--- src/rtl/trace_capture_unit.sv ---
// Circular trace buffer: captures retired PC (and, with TRACE_ALU_EN, the ALU result),
// stops a programmable number of samples after a PC-match trigger, then reads out oldest-first.
module trace_capture_unit #(
  parameter int DATA_W = 16,
  parameter int DEPTH  = 32,
  localparam int PTR_W = $clog2(DEPTH)
) (
  input  logic              clk,
  input  logic              reset,
  input  logic              arm,
  input  logic [DATA_W-1:0] trig_pc,
  input  logic [PTR_W:0]    post_count,
  input  logic              valid_in,
  input  logic [DATA_W-1:0] pc_in,
  input  logic [DATA_W-1:0] alu_in,
  output logic [1:0]        state,
  output logic              triggered,
  output logic              done,
  input  logic              rd_en,
  output logic              rd_valid,
  output logic              rd_last,
  output logic [DATA_W-1:0] rd_pc,
  output logic [DATA_W-1:0] rd_alu
);

  typedef enum logic [1:0] {IDLE = 2'd0, ARMED = 2'd1, POST = 2'd2, DONE = 2'd3} state_t;

  localparam logic [PTR_W:0] FULL = (PTR_W+1)'(DEPTH);

  state_t           state_reg, state_next;
  logic [PTR_W-1:0] wr_ptr_reg, wr_ptr_next;
  logic [PTR_W:0]   fill_reg, fill_next;
  logic [PTR_W-1:0] lat_cnt_reg, lat_cnt_next;
  logic [PTR_W-1:0] post_cnt_reg, post_cnt_next;
  logic [PTR_W:0]   popped_reg, popped_next;
  logic             triggered_reg, triggered_next;
  logic             wr_en;

  logic [PTR_W:0]   remaining;
  logic [PTR_W-1:0] rd_idx;
  logic [DATA_W-1:0] pc_mem [DEPTH];

  // Readout walks forward from the oldest entry; wr_ptr/fill are frozen while in DONE.
  assign remaining = fill_reg - popped_reg;
  assign rd_idx    = wr_ptr_reg - fill_reg[PTR_W-1:0] + popped_reg[PTR_W-1:0];
  assign rd_valid  = (state_reg == DONE) && (remaining != '0);
  assign rd_last   = (state_reg == DONE) && (remaining == (PTR_W+1)'(1));
  assign state     = state_reg;
  assign done      = (state_reg == DONE);
  assign triggered = triggered_reg;

  always_comb begin
    state_next     = state_reg;
    wr_ptr_next    = wr_ptr_reg;
    fill_next      = fill_reg;
    lat_cnt_next   = lat_cnt_reg;
    post_cnt_next  = post_cnt_reg;
    popped_next    = popped_reg;
    triggered_next = triggered_reg;
    wr_en          = 1'b0;

    case (state_reg)
      IDLE, DONE: begin
        if (arm) begin
          state_next     = ARMED;
          wr_ptr_next    = '0;
          fill_next      = '0;
          popped_next    = '0;
          triggered_next = 1'b0;
          // post_count can be at most 2*DEPTH-1, so its MSB alone flags ">= DEPTH"
          lat_cnt_next   = post_count[PTR_W] ? '1 : post_count[PTR_W-1:0];
        end else if (state_reg == DONE && rd_en && rd_valid) begin
          popped_next = popped_reg + 1'b1;
        end
      end
      ARMED, POST: begin
        if (valid_in) begin
          wr_en       = 1'b1;
          wr_ptr_next = wr_ptr_reg + 1'b1;
          if (fill_reg != FULL) fill_next = fill_reg + 1'b1;
          if (state_reg == ARMED) begin
            if (pc_in == trig_pc) begin
              triggered_next = 1'b1;
              post_cnt_next  = lat_cnt_reg;
              state_next     = (lat_cnt_reg == '0) ? DONE : POST;
            end
          end else begin
            post_cnt_next = post_cnt_reg - 1'b1;
            if (post_cnt_reg == (PTR_W)'(1)) state_next = DONE;
          end
        end
      end
      default: state_next = IDLE;
    endcase
  end

  always_ff @(posedge clk) begin
    if (reset) begin
      state_reg     <= IDLE;
      wr_ptr_reg    <= '0;
      fill_reg      <= '0;
      lat_cnt_reg   <= '0;
      post_cnt_reg  <= '0;
      popped_reg    <= '0;
      triggered_reg <= 1'b0;
    end else begin
      state_reg     <= state_next;
      wr_ptr_reg    <= wr_ptr_next;
      fill_reg      <= fill_next;
      lat_cnt_reg   <= lat_cnt_next;
      post_cnt_reg  <= post_cnt_next;
      popped_reg    <= popped_next;
      triggered_reg <= triggered_next;
    end
  end

  always_ff @(posedge clk) begin
    if (wr_en) pc_mem[wr_ptr_reg] <= pc_in;
  end

  assign rd_pc = rd_valid ? pc_mem[rd_idx] : '0;

`ifdef TRACE_ALU_EN
  logic [DATA_W-1:0] alu_mem [DEPTH];

  always_ff @(posedge clk) begin
    if (wr_en) alu_mem[wr_ptr_reg] <= alu_in;
  end

  assign rd_alu = rd_valid ? alu_mem[rd_idx] : '0;
`else
  logic unused_alu;

  assign unused_alu = ^alu_in;
  assign rd_alu     = '0;
`endif

endmodule

--- config.mk ---
export PLATFORM = sky130hd
export DESIGN_NAME = trace_capture_unit
export DESIGN_NICKNAME = d
export VERILOG_FILES = /design/src/rtl/trace_capture_unit.sv
export SDC_FILE = /design/constraint.sdc
export NUM_CORES = 1
export LEC_CHECK = 0
export ABC_AREA = 0
export CAP_MARGIN = 20
export CORE_MARGIN = 3
export CORE_UTILIZATION = 60
export DETAILED_ROUTE_END_ITERATION = 16
export MAX_ROUTING_LAYER = met4
export PLACE_DENSITY_LB_ADDON = 0.1
export SLEW_MARGIN = 15
export SYNTH_ARGS = -nofsm -noshare
export SYNTH_HDL_FRONTEND = slang
export SYNTH_SLANG_ARGS = --single-unit
export TNS_END_PERCENT = 1
--- constraint.sdc ---
create_clock -name clk -period 6.15 [get_ports clk]
set_input_delay 1.845 -clock clk [delete_from_list [all_inputs] [get_ports clk]]
set_output_delay 1.845 -clock clk [all_outputs]
set_load 0.005 [all_outputs]
### Word level (Yosys, flattened, before mapping)

Memory sizes are Yosys's and may differ from the RTL's.
Cells that the tools add are included.

* $add $sub $neg: 7
* equality and inequality tests: 15
* multiplexer cells: 29
* reductions and logical operators: 17

Operators by type and width (number)
* 2-to-1 mux 6 bit: 5
* 2-to-1 mux 5 bit: 5
* equality test 16 bit: 1
* 2-to-1 mux 16 bit: 1
* adder 6 x 1 -> 6 bit, second input constant: 2
* case mux 6 bit (2 select lines): 1
* 2-to-1 mux 2 bit: 5
* inequality test 2 bit, second input constant: 5
* case mux 5 bit (2 select lines): 1
* 2-to-1 mux 1 bit: 9
* AND reduction 4 bit: 2
* equality test 6 x 1 -> 1 bit, second input constant: 1
* inequality test 3 bit, second input constant: 2
* inequality test 6 bit, second input constant: 1
* AND reduction 2 bit: 3
* AND reduction 3 bit: 2
* nonzero test 6 bit: 1
* subtractor 6 bit: 1
* adder 5 x 1 -> 5 bit, second input constant: 1
* adder 5 bit: 1
* equality test 5 x 1 -> 1 bit, second input constant: 1
* logical NOT 5 bit: 1
* subtractor 5 x 1 -> 5 bit, second input constant: 1
* subtractor 5 bit: 1
* 9 further kinds: 14

* bits in registers: 30
* bits in writable memories: 512
* input bits: 59
* output and inout port bits: 38
* logic and storage cells: 76
* memories: 1

Memory list
* pc_mem: depth 32, bits a word 16, read ports 1, clocked after Yosys merged registers in 0, wr ports 1, RTL line 41 `logic [DATA_W-1:0] pc_mem [DEPTH];`

### Longest topological paths before layout

* depth in word-level cells: 6
* gate-level depth with buffers: 13
* gate-level depth less buffers: 12

### Least setup slack after synthesis

OpenSTA, ideal clock, no wires.

* path kind: register to output
* start point: register fill_reg[0]
* end point: output rd_pc[11]
* arrival: 3.222 ns
* data required time: 4.305 ns
* path slack: 1.083 ns
* stages on the path, launching flop included: 13
* path buffers: 2
* path through: dfxtp_1 > inv_1 > ha_1 > inv_1 > ha_1 > inv_1 > fa_1 > clkbuf_1 > clkbuf_1 > mux4_2 > mux4_2 > mux2i_1 > nor2_1

* word-level cells in the longest chain between the ends: 4
* elaborated cells between the ends (all ways): 7
* classes of those cells: add/sub (3); mux (1); reduce/logical (2); memory (1)

Ends and longest elaborated chain
* start: declaration: RTL line 32 `logic [PTR_W:0] fill_reg, fill_next;`
* start signal: assignment: RTL line 109 `fill_reg <= fill_next;`
* subtractor 5 bit / subtractor 6 bit (equally long branches): RTL line 45, 44
* adder 5 bit / nonzero test 6 bit (equally long branches): RTL line 45, 46
* memory read (32 x 16 bit) / logical AND 1 bit (equally long branches)
* 2-to-1 mux 16 bit (*): RTL line 121 `assign rd_pc = rd_valid ? pc_mem[rd_idx] : '0;`
* end: declaration: RTL line 22 `output logic [DATA_W-1:0] rd_pc,`

Every way passes the cells marked *; elsewhere a longest branch is shown, timed or not.

### Final worst setup path

* start point: register wr_ptr_reg[1]
* end point: output rd_pc[12]

* word-level cells in the longest chain between the ends: 4

Ends and longest elaborated chain
* start: declaration: RTL line 31 `logic [PTR_W-1:0] wr_ptr_reg, wr_ptr_next;`
* start signal: assignment: RTL line 108 `wr_ptr_reg <= wr_ptr_next;`
* subtractor 5 bit: RTL line 45 `assign rd_idx = wr_ptr_reg - fill_reg[PTR_W-1:0] + popped_reg[PTR_W-1:0];`
* adder 5 bit: RTL line 45
* memory read (32 x 16 bit)
* 2-to-1 mux 16 bit: RTL line 121

Every way passes these cells.

==> results.md <==
- Status: complete, no violations
- Row Count: 69
- Period minus WS final: roughly 6100 ps
- P_leak: about 8.4 nW
- Post-synthesis compound-gate area fraction: 1.659%
- Root Driver: clkbuf_16
- Clock slew at reported path FFs: ~60 ps
- Power per standard cell area: slightly above 300 mW/mm²
- Cts hold-fix bufs: 0
- Cell count after synthesis: 1079
- Most common library cell in the layout ignoring fill and taps: edfxtp_1
- Pre-CTS setup slack: 270.3 ps
- Antenna violations before repair: 0
- Buffers on Ports: 64
- Post-Route WL: approximately 50000 µm
- Max FFs per register: slightly above 500
- Final setup fails: 0
- Yosys cell types: 56
- H-tree lvl count: 2
- Grt total ovfl: 0
- First-pass GRT wire length: 73780 µm
- Critical Path End Type: output pin
- Hold Path Class: flip-flop to flip-flop
- Commonest cells after routing, fill and taps aside: 512 x edfxtp_1, 160 x mux4_2, 67 x buf_4
- Internal power: about 6.3 mW
- Io pins: 97
- Final instance area: ~0.026 mm²
- Max_slew headroom: 29.36%
- Sequential fraction of the synthesis area: a little over 70%
- Number of flops mapped to enable cells by yosys: 512
- Crit path DAT: roughly 4300 ps
- Largest family of logic cells by synthesized area: multiplexers
- Clock Tree Buf Depth: 3
- Core ar.: 0.03583 mm²
- Die area: between 0.03 and 0.04 mm²
- CTS tree: done
- Slew at the pin closest to its max-slew limit: ~1100 ps
- Worst-path maximum fanout: 12
- Hold Vio Cnt, Final: 0
- Fillers: 2135
- Setup TNS: 0 ps
- Final hold slack: about 510 ps
- Hold depth: 2
- RSZ-0062 raised after global routing: true
- Flop pwr share: between 50% and 60%
- GPL Wtd Cong: about 0.8
- Layout cells sized above 1: a little under 30%
- Area share of fa/ha/maj cells after synthesis: ~1.7%
- Setup Crit Path Kind: flip-flop to output pin
- Iter 0 DRT Violations: approximately 1100
- Wire per inst: between 20 and 30 µm
- Combinational share of power: about a tenth
- Net Sw Frac: between 20% and 30%
- Syn avg cell area: 20.34 µm²
- Top FF cell, synth: edfxtp_1
- Max-slew violation total from the final report: 0
- Final WS setup: 34.54 ps
- Mapped cell area: 0.02195 mm²
- Post-synthesis xor/xnor area fraction: 1.191%
- Total CTS buffers: 53
- Initial Util: between 60% and 70%
- Post-DP Area: 0.02371 mm²
- Data required, critical path: 4300 ps
- Asr flop ratio synth: 0%
- Via density: approximately 6.4
- Reg2Reg Depth: 10
- Maximum operating frequency: about 160 MHz
- Detailed Place HPWL: 29560 µm
- Later-pin clock latency in the skew report: around 590 ps
- Die X: between 150 and 200 µm
- Die Y: slightly below 200 µm
- Tot GR Track Use: 27.31%
- Synthesized flop and latch total: around 540
- Nets: about 1300
- Area grow syn2layout: 17.20%
- Worst Skew: between 20 and 25 ps
- VDD IR-drop max: roughly 0.23 mV
- Yosys warns: 0
- Drt drc: 0
- Largest net degree at the start of global routing: 45
- Simple-gate share of the synthesized area: between 3 and 4%
- Routed Antenna Nets: 0
- Startpoint Class: flip-flop
- Post-synthesis mux area share: between 15 and 20%
- Clock share of power: between 30% and 40%
- TritonRoute pass-1 iters: 5
- Max Cap Viol: 0
- Vias: approximately 11000
- Vias in the first global route: 11280
- Final Cycle Share: approximately 100%
- Sink Count: 542
- Antenna Cells: 0
- Psw: approximately 1.7 mW
==> through the flow <==
| stage | std cells | util, % | power, mW |
|---|---|---|---|
| finish | 1746 | 71.80 | 7.969 |
| global route | 1746 | 71.80 | 8.194 |
| CTS | 1744 | 71.67 | 8.005 |
| detailed placement | 1634 | 66.18 | 4.824 |
| global placement | 1634 | 66.15 | 4.813 |
| floorplan | 1094 | - | 4.560 |
==> per-layer routing <==
layer	global-route usage (%)	up-vias	part of all wire (%)
li1	-	4729	-
met1	39.55	5808	41
met2	42.38	503	49
met3	4.503	64	7.9
met4	5.993	0	1.9
met5	-	-	0
==> worst max-delay path, stage by stage (launching register included) <==
cell           delay (ps)
dfxtp_4               370
inv_2                  60
fa_1                  490
fa_4                  880
buf_12                150
bufbuf_16             300
mux4_2                300
mux4_2                560
mux2i_4               200
nor2_1                 60
dlygate4sd2_1         300
==> logic make-up after synthesis <==
logic type,Yosys count
adders and majority gates,27
muxes,179
AOI/OAI and AO/OA,51
xor gates and xnor gates,29
and+or+nand+nor,161
buffers and inverters,89
DFF,542
other,1
==> power by group through the flow <==
stage / registers (mW) / logic (mW) / clock network [mW]
2_1_floorplan: 4.13 / 0.428 / 0
3_3_place_gp: 4.13 / 0.680 / 0
3_5_place_dp: 4.13 / 0.690 / 0
4_1_cts: 4.06 / 0.755 / 3.19
5_1_grt: 4.05 / 0.804 / 3.34
6_report: 4.05 / 0.753 / 3.16
==> cell usage after synthesis, drive strengths merged (2+ instances only) <==
cell type,n,area share (%)
edfxtp,512,70
mux4,160,16
nor2,82,1.4
buf,36,1.1
dfxtp,30,2.7
inv,29,0.50
clkbuf,24,0.41
xor2,23,0.92
ha,22,1.3
nand2,19,0.32
mux2i,17,0.78
a21oi,14,0.32
nor3,14,0.32
nand3,11,0.25
o21ai,7,0.16
or3,7,0.22
xnor2,6,0.27
fa,5,0.46
nand4,5,0.14
a21o,4,0.14
nor4,4,0.11
o211ai,4,0.16
or2,4,0.11
a22oi,3,0.10
a31oi,3,0.15
nor2b,3,0.086
or4,3,0.10
a211oi,2,0.068
a22o,2,0.080
and2,2,0.057
mux2,2,0.10
nand2b,2,0.057
nand3b,2,0.068
o22ai,2,0.057
==> what timing repair did <==
action / CTS / global route
endpoints found under the setup margin: 16 / 12
buffers inserted: 7 / 0
gates cloned: 4 / 0
gates resized for setup: 51 / 15
pin swaps: 2 / 0
==> final timing paths <==
kind / from / end / slack, ps
hold / removal: lat_cnt_reg[1] / lat_cnt_reg[1] / 510
setup reg to reg: popped_reg[2] / popped_reg[2] / 3020
hold reg to reg: lat_cnt_reg[1] / lat_cnt_reg[1] / 510
setup / recovery: wr_ptr_reg[1] / rd_pc[12] / 30
==> area by class of cell <==
| class | instances | area, µm² | area share, % |
|---|---|---|---|
| repair buffers | 152 | 1550 | 6.026 |
| multi-input cells | 463 | 5817 | 22.61 |
| clock buffers | 69 | 1429 | 5.554 |
| inverters | 29 | 108.9 | 0.4231 |
| well taps | 461 | 576.8 | 2.242 |
| clock inverters | 30 | 261.5 | 1.017 |
| flip-flops and latches | 542 | 15980 | 62.13 |
(Power assumes the default switching activity.)
